[src/rtl/actor_fifo_pkg.sv]
// Shared defaults and helpers for the actor_fifo token buffer.
package actor_fifo_pkg;

  localparam int DEF_DATA_WIDTH  = 8;
  localparam int DEF_DEPTH       = 16;
  localparam int DEF_COUNT_WIDTH = 16;

  // Ceiling log2, usable in parameter expressions.
  function automatic int clog2(input int value);
    int r;
    r = 0;
    while ((1 << r) < value) r++;
    return r;
  endfunction

endpackage

[src/rtl/actor_fifo_ram.sv]
// Token storage for actor_fifo: one synchronous write port, one asynchronous read port.
module actor_fifo_ram #(
  parameter int DATA_WIDTH = 8,
  parameter int DEPTH      = 16,
  parameter int ADDR_WIDTH = 4
) (
  input  logic                  clk,
  input  logic                  we,
  input  logic [ADDR_WIDTH-1:0] waddr,
  input  logic [DATA_WIDTH-1:0] wdata,
  input  logic [ADDR_WIDTH-1:0] raddr,
  output logic [DATA_WIDTH-1:0] rdata
);

  logic [DATA_WIDTH-1:0] mem [DEPTH];

  // NOTE: the array has no reset; its contents only matter once occupancy says a slot is live.
  always_ff @(posedge clk) begin
    if (we) mem[waddr] <= wdata;
  end

  assign rdata = mem[raddr];

endmodule

[src/rtl/actor_fifo.sv]
// First-word-fall-through token FIFO with actor-style SEND/ACK handshakes.
// Optional sticky protocol-error output ERR when ACTOR_FIFO_ERR_EN is defined.
module actor_fifo
  import actor_fifo_pkg::*;
#(
  parameter int DATA_WIDTH  = DEF_DATA_WIDTH,
  parameter int DEPTH       = DEF_DEPTH,
  parameter int COUNT_WIDTH = DEF_COUNT_WIDTH
) (
  input  logic                   CLK,
  input  logic                   RESET,
  input  logic                   In1_SEND,
  input  logic [DATA_WIDTH-1:0]  In1_DATA,
  input  logic [COUNT_WIDTH-1:0] In1_COUNT,
  output logic                   In1_RDY,
  output logic                   In1_ACK,
  output logic                   Out1_SEND,
  output logic [DATA_WIDTH-1:0]  Out1_DATA,
  output logic [COUNT_WIDTH-1:0] Out1_COUNT,
  input  logic                   Out1_ACK
`ifdef ACTOR_FIFO_ERR_EN
  ,
  output logic                   ERR
`endif
);

  localparam int             AW       = clog2(DEPTH);
  localparam logic [AW:0]    FULL_OCC = (AW + 1)'(DEPTH);

  logic [AW-1:0] wr_ptr;
  logic [AW-1:0] rd_ptr;
  logic [AW:0]   occ;
  logic          wr_en;
  logic          rd_en;

  // The producer count is always 1 and carries no information.
  logic unused_count;
  assign unused_count = ^In1_COUNT;

  // Handshakes decode only from registered state, so a read never frees a slot in the same cycle.
  assign In1_RDY    = !RESET && (occ != FULL_OCC);
  assign Out1_SEND  = !RESET && (occ != '0);
  assign In1_ACK    = In1_SEND && In1_RDY;
  assign wr_en      = In1_ACK;
  assign rd_en      = Out1_ACK && Out1_SEND;
  assign Out1_COUNT = RESET ? '0 : COUNT_WIDTH'(occ);

  // NOTE: state registers use non-blocking assignments so every flop samples pre-edge values.
  always_ff @(posedge CLK) begin
    if (RESET) begin
      wr_ptr <= '0;
      rd_ptr <= '0;
      occ    <= '0;
    end else begin
      if (wr_en) wr_ptr <= wr_ptr + 1'b1;
      if (rd_en) rd_ptr <= rd_ptr + 1'b1;
      case ({wr_en, rd_en})
        2'b10:   occ <= occ + 1'b1;
        2'b01:   occ <= occ - 1'b1;
        default: occ <= occ;
      endcase
    end
  end

  actor_fifo_ram #(
    .DATA_WIDTH(DATA_WIDTH),
    .DEPTH     (DEPTH),
    .ADDR_WIDTH(AW)
  ) u_ram (
    .clk  (CLK),
    .we   (wr_en),
    .waddr(wr_ptr),
    .wdata(In1_DATA),
    .raddr(rd_ptr),
    .rdata(Out1_DATA)
  );

`ifdef ACTOR_FIFO_ERR_EN
  logic err_q;

  // Sticky: offer into a full FIFO, or take from an empty one.
  always_ff @(posedge CLK) begin
    if (RESET) begin
      err_q <= 1'b0;
    end else if ((In1_SEND && !In1_RDY && (occ == FULL_OCC)) || (Out1_ACK && !Out1_SEND)) begin
      err_q <= 1'b1;
    end
  end

  assign ERR = err_q;
`endif

endmodule

[config.mk]
export PLATFORM = sky130hd
export DESIGN_NAME = actor_fifo
export DESIGN_NICKNAME = d
export VERILOG_FILES = /design/src/rtl/actor_fifo_pkg.sv /design/src/rtl/actor_fifo_ram.sv /design/src/rtl/actor_fifo.sv
export SDC_FILE = /design/constraint.sdc
export NUM_CORES = 1
export LEC_CHECK = 0
export BUFFER_PORTS_ARGS = -buffer_cell sky130_fd_sc_hd__buf_2
export CORE_ASPECT_RATIO = 1.5
export CORE_UTILIZATION = 63
export CTS_CLUSTER_SIZE = 20
export DETAILED_ROUTE_END_ITERATION = 12
export PLACE_DENSITY = 0.84
export SETUP_SLACK_MARGIN = 0.2
export SKIP_CTS_REPAIR_TIMING = 1
export SYNTH_ARGS = -nofsm -noshare
export SYNTH_HDL_FRONTEND = slang
export SYNTH_HIERARCHICAL = 1
export SYNTH_SLANG_ARGS = --single-unit
[constraint.sdc]
create_clock -name CLK -period 4.8 [get_ports CLK]
set_input_delay 0 -clock CLK [delete_from_list [all_inputs] [get_ports CLK]]
set_output_delay 0 -clock CLK [all_outputs]
set_load 0.02 [all_outputs]
* Yosys cells after proc, flatten, opt, wreduce, memory -nomap -nowiden
Memory sizes are Yosys's and may differ from the RTL's. A register that Yosys moved wholly into a read port is not among the register bits.
Index checks and enable logic that the tools add are counted.
** Storage, ports and cells
- Memories kept :: 1
- Register bits :: 13
- Bits in writable memories :: 128
- Input bits :: 28
- Output and inout bits :: 27
** Cells by class
- Equal/unequal tests :: 3
- Mux-type cells :: 6
- Add/sub/neg operators :: 4
- Reduce and logical (&&, ||, !) cells :: 7
** Memory list
- u_ram.mem :: depth 16, width 8, rd ports 1, clocked after memory_dff 1, wr ports 1, RTL line actor_fifo_ram.sv:15 : logic [DATA_WIDTH-1:0] mem [DEPTH];
** Operators with widths (number)
- $pmux 5 s2 :: 1
- $add 4x1->4 const B :: 2
- $mux 4 :: 2
- $add 5x1->5 const B :: 1
- $mux 5 :: 1
- $ne 5x5->1 const B :: 1
- $reduce_bool 5->1 :: 1
- $sub 5x1->5 const B :: 1
- $logic_and 1x1->1 :: 4
- $eq 2x1->1 const B :: 1
- $eq 2x2->1 const B :: 1
- $mux 1 :: 2
- $reduce_bool 2->1 :: 1
- $logic_not 1->1 :: 1

* Logic depth before layout (Yosys ltp)
Gate-level depths: netlist of the first run.
- Depth in word-level cells :: 5
- Depth in mapped cells :: 10
- Depth with buffers taken out :: 10

* Cells and area by module
Netlist of the first run, hierarchy kept.
** Modules (own cells, without submodules)
- actor_fifo_ram :: instances 1, seq. area each 3843.7 um^2, area an instance 4987.3 um^2, cells each 221
- actor_fifo :: instances 1, seq. area each 260.2 um^2, area an instance 853.3 um^2, cells each 103

* Worst setup path after synthesis of the first run
Ideal clock, no wire load.
- Path type :: register -> register
- Start :: reg occ[0]
- End :: reg occ[4]
- Clock period less this slack :: 2.744 ns
- Cell stages (with the launch flop) :: 11
- Library setup time :: 0.121 ns
- Data arrival time :: 2.623 ns
- Path buffers :: 0
- Slack :: 2.056 ns
- Cells stage by stage :: dfxtp_1 -> nor4_1 -> a21oi_1 -> nand2b_1 -> ha_1 -> inv_1 -> fa_1 -> nand2b_1 -> a21oi_1 -> mux2i_1 -> mux2_2
** On the way
- Longest elaborated chain between the ends :: 5
- Elaborated cells between the ends (all ways) :: 12
** RTL lines
- start: declaration :: RTL line actor_fifo.sv:32 : logic [AW:0] occ;
- start signal: assignment :: RTL line actor_fifo.sv:58 : 2'b10: occ <= occ + 1'b1;
- start signal: assignment :: RTL line actor_fifo.sv:59 : 2'b01: occ <= occ - 1'b1;
- $ne 5x5->1 / $reduce_bool 5->1 (equally long branches) :: RTL line actor_fifo.sv:41, actor_fifo.sv:42
- $logic_and 1x1->1, on equally long branches :: RTL line actor_fifo.sv:41, actor_fifo.sv:42
- $logic_and 1x1->1, on equally long branches :: RTL line actor_fifo.sv:43, actor_fifo.sv:45
- $eq 2x1->1 / $eq 2x2->1 (equally long branches) :: RTL line actor_fifo.sv:57 : case ({wr_en, rd_en})
- $pmux 5 s2 / $reduce_bool 2->1 (equally long branches)
Several ways; a longest one is shown, not always the timed one.
A chain may end at the register's enable or synchronous reset.

* Worst setup path in the final report of the first run
Same ends and word-level chain as after synthesis.

==> results.ini, run 1 <==
[sta]
fmax_mhz = 309
hold_viol = 0
worst_slew_pin_slew_ps = 1170
clock_skew_ps = 10.1
slew_headroom_pct = 22.0
fin_crit_sh_pct = 67.3
setup_tns_ps = 0
slew_viol_final = 0
whs_ps = 76.1
min_period_ps = 3230
final.setup.worst_slack_ps = 1570
rsz0062_at_grt = no
setup_violations = 0

[placed_design]
port_buffers = 27
place_hpwl_mm = 6.67
post-place-ws_ps = 1570
gp_congestion = 0.776
dp.cells = 451

[drt]
vias = 3086
routed_via_density = 6.25
routed_wl_mm = 11.5
wl_per_cell_microns = 23.2
drt_iter0_drc = 257
drc_errors = 0
dr.pass1.iters = 5
final_antenna_net_count = 0

[worst_setup_path]
path_class = register to register
critPathLaunchType = register
path_cells = nor4_1 > a21oi_1 > nand2b_1 > ha_1 > inv_1 > fa_1 > nand2b_1 > a21oi_1 > mux2i_1 > mux2_2
worstPathArrival_ps = 3530
cp-end-kind = register
reg2reg_slack_ps = 1570
crit_fanout = 5
r2r_start = occ[0]
cp.required_ps = 5100
r2r-end = occ[4]
cp_slowest_cell = nor4_1
r2r_cells = 10
crit_path_max_incr_delay_ps = 640

[worst_hold_path]
min_from = In1_SEND
hold_depth = 5
hold_path.class = input pin to register
holdPathEnd = wr_ptr[3]

[floorplanning]
die_w_microns = 80.6
coreArea_sq_um = 8930
die-area_sq_um = 9670
ios = 55
die_height_microns = 120
start_util_pct = 65.4
placementRows = 42

[global_route]
grt.overflow.total = 0
grt_pass1_vias = 3084
use_met2_pct = 44.1
met1_usage_pct = 31.1
grt_busiest_layer = met2
use_met3_pct = 6.16
grt_usage_pct = 26.0
antenna_found_initial = 0
grt_start_max_net_pins = 36
grt_first_pass_wirelength_mm = 17.1

[yosys]
async_reset_ff_share_pct = 0
synth_most_common_cell = edfxtp_1
synth-seq-cells = 141
synth.area.top_cells = edfxtp_1, mux4_2, mux4_1
synth_top_area_share_pct = 65.8
yosysWarnings = 6
synth_area_sq_um = 5840
synth_flop_cell = edfxtp_1
synth_enable_flop_cells = 128
ys_seq_area_share_pct = 70.3
ys_types = 37
ys_top_cells_by_count = edfxtp_1, nor2_1, mux4_2
synth_area_per_cell_sq_um = 18.0
synthCells = 324
synth_top_area_cell = edfxtp_1

[finish]
final_cells = 494
layout-drive-gt1-share_pct = 22.4
area_growth_syn_to_layout_pct = 15.0
num-nets-final = 406
n_antenna_cell = 0

[clock_tree]
cts_buffer_depth = 2
clk_latency_ps = 420
h-tree-depth = 4
cts_tree = yes
clockRootBuffer = clkbuf_16
cts_inserted_buffers = 17
clock_sinks = 141
clk_pin_slew_worst_paths_ps = 60

[power_and_ir_drop]
p_per_area_nw_per_um2 = 446
power_mw = 2.99
p_leak_nw = 2.30
peakVddDrop_v = 0.000337

[run_status]
status = completed

[run]
maxCapViolations = 0

-- stage by stage --
step | util [%] | cell area [sq um]
after global routing | 75.2 | 6720
after floorplan | - | 5880
final | 75.2 | 6720
after global placement | 67.2 | 6000
after CTS | 73.9 | 6610
after detailed placement | 67.2 | 6000
-- how the worst max path moves through the flow --
stage,from,endpoint,slack [ps],depth (start not counted)
3_3_place_gp,occ[0],occ[4],1720,10
2_1_floorplan,occ[0],occ[4],2060,10
3_5_place_dp,occ[0],occ[4],1570,10
5_1_grt,occ[0],occ[4],1250,10
6_report,occ[0],occ[4],1570,10
4_1_cts,occ[0],occ[4],1570,10
-- area by class of cell --
class / instances / area (sq um)
repair buffers: 43 / 283
fillers: 495 / 2220
clock buffers: 18 / 429
flip-flops and latches: 141 / 4110
multi-input cells: 162 / 1560
clock inverters: 14 / 175
inverters: 6 / 22.5
well taps: 110 / 138
-- state kept, by name (all words and copies together), names as in the netlist --
| name | cells |
|---|---|
| rd_ptr | 4 |
| occ | 5 |
| u_ram/mem | 128 |
| wr_ptr | 4 |
-- kinds of logic after synthesis --
logic type      after synthesis  synth area share (%)
xor+xnor                      8                  1.20
mux                          36                  13.9
other cells                   1                0.0642
simple gates                 71                  5.66
compound gates               29                  3.64
flops                       141                  70.3
fa+ha+maj                     7                  1.63
buf+inv                      31                  3.60
-- critical path: cells and delay by family (launching register included) --
family | cells | cell delay (ps)
compound gates | 2 | 440
flops | 1 | 360
mux | 2 | 590
simple gates | 3 | 960
buf+inv | 1 | 90
fa+ha+maj | 2 | 670
-- power by group --
| group | switching [mW] | total (mW) | leakage, nW | internal, mW |
|---|---|---|---|---|
| Sequential | 0.0476 | 1.40 | 1.26 | 1.36 |
| Clock | 0.467 | 1.33 | 0.300 | 0.860 |
| Combinational | 0.133 | 0.263 | 0.742 | 0.130 |
| Total | 0.647 | 2.99 | 2.30 | 2.35 |
-- cells in the final DEF (no fill, tap or decap), types with 2 or more instances in the layout --
cell	netlist	final
edfxtp_1	128	128
nor2_1	37	37
buf_2	3	27
mux4_2	18	18
clkbuf_16	0	17
a22oi_1	16	16
mux4_1	14	14
dfxtp_1	13	12
conb_1	1	11
dlygate4sd3_1	0	11
nand2_1	10	10
clkinv_2	0	7
inv_1	6	6
a21oi_1	6	6
ha_1	6	6
xor2_1	5	5
buf_4	13	5
nand2b_1	4	4
nor2b_1	4	4
bufinv_16	0	4
nor3_1	4	4
o211ai_1	3	3
mux2i_1	3	3
nand3_1	3	3
xnor2_1	3	3
a211oi_1	2	2
nand3b_1	2	2
-- layer usage --
layer,share of wire [%],wire length (microns)
met1,38,4330
met2,53,6110
met3,6.4,735
met4,2.5,285
met5,0,0
No activity file was read; power rests on OpenSTA's default activity.
==> run 2: changes to the inputs <==
- ABC_AREA: default -> 1
- CORE_UTILIZATION: 63 -> 54
- PLACE_DENSITY: 0.84 -> 0.76
- clock period: 4.8 -> 2.7 ns (I/O delays scaled with it)
==> results.ini, run 2 <==
[run_status]
status = complete, but fails checks
violations = negative hold slack

[clock_tree]
cts_inserted_buffers = 17  ; unchanged
cts_buffer_depth = 2  ; unchanged
clk_pin_slew_worst_paths_ps = 60  ; about the same
clock_sinks = 141  ; unchanged
cts_tree = yes
clk_latency_ps = 420  ; about the same
h-tree-depth = 4  ; unchanged
clockRootBuffer = clkbuf_16

[yosys]
synth_area_sq_um = 6590  ; +13%
synth-seq-cells = 141  ; unchanged
synth_flop_cell = edfxtp_1
synth_most_common_cell = nand2_1
async_reset_ff_share_pct = 0  ; unchanged
synth_top_area_share_pct = 58.4  ; -7.4 points
synth_area_per_cell_sq_um = 9.71  ; -46%
ys_top_cells_by_count = nand2_1, edfxtp_1, inv_1
yosysWarnings = 6  ; unchanged
synthCells = 678  ; +110%
ys_types = 29  ; -22%
ys_seq_area_share_pct = 62.3  ; -7.9 points
synth_enable_flop_cells = 128  ; unchanged
synth_top_area_cell = edfxtp_1
synth.area.top_cells = edfxtp_1, nand2_1, nand3_1

[worst_setup_path]
crit_cells = 9  ; -1
critPathBufInv = 3  ; +2
cp_slowest_cell = inv_2
cpMostUsedCell = nand2_1
critical_path.top_delay_family = buffers and inverters
reg2reg_slack_ps = 490  ; -1080 ps
r2r_cells = 15  ; +5
crit_fanout = 33  ; +28
cp.required_ps = 2700  ; -2400 ps
crit_path_max_incr_delay_ps = 460  ; -180 ps
r2r-end = occ[4]
critPathLaunchType = register
r2r_start = occ[1]
path_class = register to primary output
cp-end-kind = primary output
path_cells = inv_2 > buf_12 > nand2_1 > nand2_1 > nand2_1 > nand3_1 > nand3_1 > nand2_1 > buf_2
worstPathArrival_ps = 2260  ; -1270 ps

[finish]
reg_top3 = u_ram/mem (128), occ (5)
final_util_pct = 63.3  ; -12 points
layout_commonest_cell = nand2_1
final_cell_mix = nand2_1, edfxtp_1, inv_1
fin_area_sq_um = 7560  ; +13%
num-nets-final = 766  ; +89%
regMostFlops = u_ram/mem
layout-drive-gt1-share_pct = 13.4  ; -9.0 points
n_antenna_cell = 0  ; unchanged
final_cells = 897  ; +82%
largest_reg_flops = 128  ; unchanged
area_growth_syn_to_layout_pct = 14.9

[power_and_ir_drop]
internal_power_mw = 4.14  ; +76%
p_per_area_nw_per_um2 = 785  ; +76%
combPwrFrac_pct = 20.4  ; +12 points
peakVddDrop_v = 0.000586  ; +74%
pwr-share-seq_pct = 41.8  ; -5.1 points
swShare_pct = 30.4  ; +8.7 points
power_mw = 5.94  ; +98%
clock_power_share_pct = 37.8  ; -6.5 points
netSwitchingPower_mw = 1.80  ; +180%
p_leak_nw = 3.37  ; +46%

[floorplanning]
die_height_microns = 137  ; +14%
die-area_sq_um = 12600  ; +31%
start_util_pct = 55.1  ; -10 points
ios = 55  ; unchanged
die_w_microns = 92.2  ; +14%
coreArea_sq_um = 12000  ; +34%
placementRows = 49  ; +17%

[sta]
setup_violations = 0  ; unchanged
whs_ps = -4.17  ; -80.3 ps
min_period_ps = 2260
setup_tns_ps = 0  ; unchanged
fin_crit_sh_pct = 83.9
slew_headroom_pct = 50.5  ; +28 points
hold_viol = 1  ; +1
rsz0062_at_grt = no
final.setup.worst_slack_ps = 436  ; -1130 ps
clock_skew_ps = 8.31  ; -1.81 ps
slew_viol_final = 0  ; unchanged
worst_slew_pin_slew_ps = 743  ; -427 ps
fmax_mhz = 442

[drt]
drc_errors = 0  ; unchanged
vias = 4773  ; +55%
dr.pass1.iters = 6  ; +1
drt_iter0_drc = 300  ; +17%
routed_via_density = 5.32  ; -15%
final_antenna_net_count = 0  ; unchanged
routed_wl_mm = 14.7  ; +28%
wl_per_cell_microns = 16.4  ; -29%

[worst_hold_path]
min_from = In1_SEND
hold_depth = 5  ; unchanged
holdPathEnd = wr_ptr[2]
hold_path.class = input pin to register

[global_route]
grt.overflow.total = 0  ; unchanged
grt_start_max_net_pins = 69  ; +92%
grt_pass1_vias = 4589  ; +49%
antenna_found_initial = 0  ; unchanged
grt_usage_pct = 24.6  ; -1.4 points
grt_first_pass_wirelength_mm = 22.7  ; +33%

[placed_design]
place_hpwl_mm = 9.11  ; +37%
place_area_sq_um = 6860  ; +14%
port_buffers = 27  ; unchanged
dp.cells = 854  ; +89%
gp_congestion = 0.836  ; +7.7%
post-place-ws_ps = 541  ; -1030 ps

[run]
maxCapViolations = 0  ; unchanged

==> run 2: cell count changes after synthesis, sizes merged, moves of 4 or more <==
cell	delta
nor3	-4
xor2	-4
buf	+18
nand2b	-4
a22oi	-16
nand3	+108
inv	+118
mux4	-32
nand2	+192
nor2b	-4
==> run 2: final cells by class <==
class,instances,area [sq um]
multi-input combinational,386,1780
fill,930,4390
inverter,124,465
timing repair buffer,61,430
clock buffer,20,489
sequential,141,4110
clock inverter,12,101
tap,153,191
==> run 2: worst max path at each step <==
| stage | start | end | slack (ps) |
|---|---|---|---|
| after floorplan | occ[0] | occ[4] | 780 |
| after detailed placement | occ[1] | occ[4] | 540 |
| final | rd_ptr[0] | Out1_DATA[2] | 440 |
| after global routing | RESET | occ[4] | 250 |
| after global placement | occ[0] | occ[4] | 610 |
| after CTS | rd_ptr[0] | Out1_DATA[2] | 480 |
==> run 2: layer usage <==
layer / vias to the layer above / GRT usage (%) / routed length (microns)
li1: 2257 / - / -
met3: 32 / 5.30 / 945
met5: - / 0 / 0
met1: 2278 / 26.4 / 5170
met2: 206 / 45.3 / 8160
met4: 0 / 12.7 / 417
==> run 2: worst reg2reg max path, cell delays in order, from the launching register on <==
cell     delay (ps)
dfxtp_1         490
nor2_8           90
nand3_4         110
nand3_2          90
inv_1            80
ha_1            270
inv_1           110
fa_1            420
inv_1            70
nand2_1          50
nand2_1          70
nand2_1          50
nand2_1          50
nand3_1          60
nand2_1          60
inv_1            30
==> run 2: cells by family after synthesis <==
kind of cell / share of synthesized area (%)
fa+ha+maj: 1.44
other cells: 0.0569
compound gates: 1.08
buf+inv: 11.2
simple gates: 23.6
xor+xnor: 0.266
flops: 62.3
==> run 2: power by group through the flow <==
| stage | logic [mW] | registers [mW] | clock network [mW] |
|---|---|---|---|
| floorplan | 0.911 | 2.52 | 0 |
| global placement | 1.12 | 2.52 | 0 |
| detailed placement | 1.18 | 2.53 | 0 |
| CTS | 1.19 | 2.48 | 2.26 |
| global route | 1.34 | 2.49 | 2.35 |
| finish | 1.21 | 2.48 | 2.25 |
==> run 3: changes to the inputs <==
- clock period: 2.7 -> 1.9 ns (I/O delays scaled with it)
==> results.ini, run 3 (synthesis results as in run 2) <==
[clock_tree]
cts_inserted_buffers = 17  ; unchanged
clockRootBuffer = clkbuf_16
clk_latency_ps = 420  ; about the same
clock_sinks = 141  ; unchanged
cts_tree = yes
h-tree-depth = 4  ; unchanged
clk_pin_slew_worst_paths_ps = 60  ; about the same
cts_buffer_depth = 2  ; unchanged

[sta]
setup_tns_ps = 0  ; unchanged
clock_skew_ps = 9.81  ; +1.51 ps
fmax_mhz = 536
setup_violations = 0  ; unchanged
slew_viol_final = 0  ; unchanged
min_period_ps = 1860
final.setup.worst_slack_ps = 35.5  ; -400 ps
rsz0062_at_grt = yes
hold_viol = 2  ; +1
whs_ps = -27.8  ; -23.6 ps
fin_crit_sh_pct = 98.1

[finish]
largest_reg_flops = 128  ; unchanged
final_cells = 915  ; +2.0%
n_antenna_cell = 0  ; unchanged
num-nets-final = 784  ; +2.3%
final_util_pct = 72.0  ; +8.7 points
area_growth_syn_to_layout_pct = 30.7
final_cell_mix = nand2_1, edfxtp_1, inv_1
reg_top3 = u_ram/mem (128), occ (5)
layout-drive-gt1-share_pct = 33.5  ; +20 points
fin_area_sq_um = 8610  ; +14%
num-fill-cells = 725  ; -22%
layout_commonest_cell = nand2_1
regMostFlops = u_ram/mem

[drt]
final_antenna_net_count = 0  ; unchanged
vias = 5205  ; +9.1%
routed_wl_mm = 18.5  ; +26%
drt_iter0_drc = 697  ; +130%
routed_via_density = 5.69  ; +6.9%
wl_per_cell_microns = 20.2  ; +23%
dr.pass1.iters = 6  ; unchanged
drc_errors = 0  ; unchanged

[worst_setup_path]
critPathLaunchType = register
r2r_start = occ[3]
crit_fanout = 5  ; -85%
cp-end-kind = register
worstPathArrival_ps = 2180  ; -80 ps
r2r_cells = 10  ; -5
path_class = register to register
crit_path_max_incr_delay_ps = 360  ; -100 ps
cp.required_ps = 2210  ; -490 ps
reg2reg_slack_ps = 40  ; -450 ps
cpMostUsedCell = nand3_4
cp_slowest_cell = dfxtp_4
r2r-end = occ[2]
path_cells = nor2_4 > nand3_4 > nand3_4 > ha_4 > inv_4 > fa_2 > buf_4 > xnor2_1 > o21ai_1 > inv_1

[power_and_ir_drop]
pwr-share-seq_pct = 37.1  ; -4.7 points
swShare_pct = 31.3  ; +0.91 points
p_per_area_nw_per_um2 = 1120  ; +42%
internal_power_mw = 6.60  ; +60%
clock_power_share_pct = 34.9  ; -2.9 points
combPwrFrac_pct = 28.1  ; +7.7 points
netSwitchingPower_mw = 3.00  ; +67%
p_leak_nw = 3.72  ; +10%
peakVddDrop_v = 0.000866  ; +48%

[placed_design]
dp.cells = 855  ; +0.12%
place_area_sq_um = 6950  ; +1.2%
gp_congestion = 0.841  ; +0.56%
post-place-ws_ps = -20.7  ; -562 ps
port_buffers = 27  ; unchanged
place_hpwl_mm = 9.01  ; -1.1%

[global_route]
grt_first_pass_wirelength_mm = 22.8  ; +0.24%
antenna_found_initial = 0  ; unchanged
grt_pass1_vias = 4529  ; -1.3%
grt_usage_pct = 24.5  ; -0.16 points
grt.overflow.total = 0  ; unchanged
grt_start_max_net_pins = 69  ; unchanged

[floorplanning]
die-area_sq_um = 12600  ; unchanged
ios = 55  ; unchanged
placementRows = 49  ; unchanged
start_util_pct = 55.1  ; unchanged
coreArea_sq_um = 12000  ; unchanged
die_w_microns = 92.2  ; unchanged
die_height_microns = 137  ; unchanged

[worst_hold_path]
min_from = RESET
hold_path.class = input pin to register
holdPathEnd = occ[4]
hold_depth = 4  ; -1

[run_status]
status = complete, but fails checks
violations = negative hold slack

[run]
maxCapViolations = 0  ; unchanged

## run 3: cell count changes in the layout (fill, tap and decap cells not counted), moves of 8 or more
cell / before / now
nand3_1: 107 / 53
buf_2: 27 / 19
nand2_1: 198 / 149
buf_6: 0 / 20
nor2_4: 1 / 9
nand3_2: 1 / 54
nand2_4: 0 / 12
nor2_1: 30 / 16
nand2_2: 4 / 41
buf_12: 1 / 9
## run 3: area by class of cell
type | instances | area [sq um] | area share (%)
Clock buffer | 17 | 425 | 4.94
Clock inverter | 15 | 173 | 2.01
Inverter | 124 | 497 | 5.77
Multi-Input combinational cell | 386 | 2350 | 27.3
Sequential cell | 141 | 4120 | 47.9
Tap cell | 153 | 191 | 2.22
Timing Repair Buffer | 78 | 838 | 9.74
Timing Repair inverter | 1 | 8.76 | 0.102
## run 3: how the worst max path moves through the flow
stage                    from            to  slack, ps  depth (start not counted)
global route           occ[3]        occ[4]        -60                         14
floorplan              occ[3]        occ[4]         90                         14
global placement       occ[3]        occ[4]         50                         14
finish                 occ[3]        occ[2]         40                         10
detailed placement     occ[3]        occ[3]        -20                         12
CTS                 rd_ptr[0]  Out1_DATA[4]        -70                          9
## run 3: power by group through the flow
stage                     clock (mW)  combinational (mW)  sequential [mW]
after global placement             0                1.70             3.59
after CTS                       3.35                1.76             3.53
final                           3.35                2.69             3.56
after detailed placement           0                1.74             3.60
after global routing            3.51                2.86             3.57
after floorplan                    0                1.32             3.59
## run 3: per-stage QoR
step / hold WS (ps) / total power, mW
finish: -27.8 / 9.60
CTS: -109 / 8.64
global placement: 309 / 5.28
floorplan: 98.9 / 4.91
global route: -0.151 / 9.94
detailed placement: 325 / 5.34
## run 3: worst max-delay path: cells and delay by family, from the launching register on
family / cells / cell delay (ps)
DFF: 1 / 360
buffers and inverters: 3 / 230
and+or+nand+nor: 3 / 360
xor gates and xnor gates: 1 / 110
AOI/OAI and AO/OA: 1 / 120
adders and majority gates: 2 / 550
## run 3: layer usage
metal	GRT usage, %	wire length, microns	vias up
met5	0	0	-
met4	10.4	925	0
met3	5.08	1700	85
met2	43.8	9550	368
met1	28.4	6320	2455
li1	-	-	2297
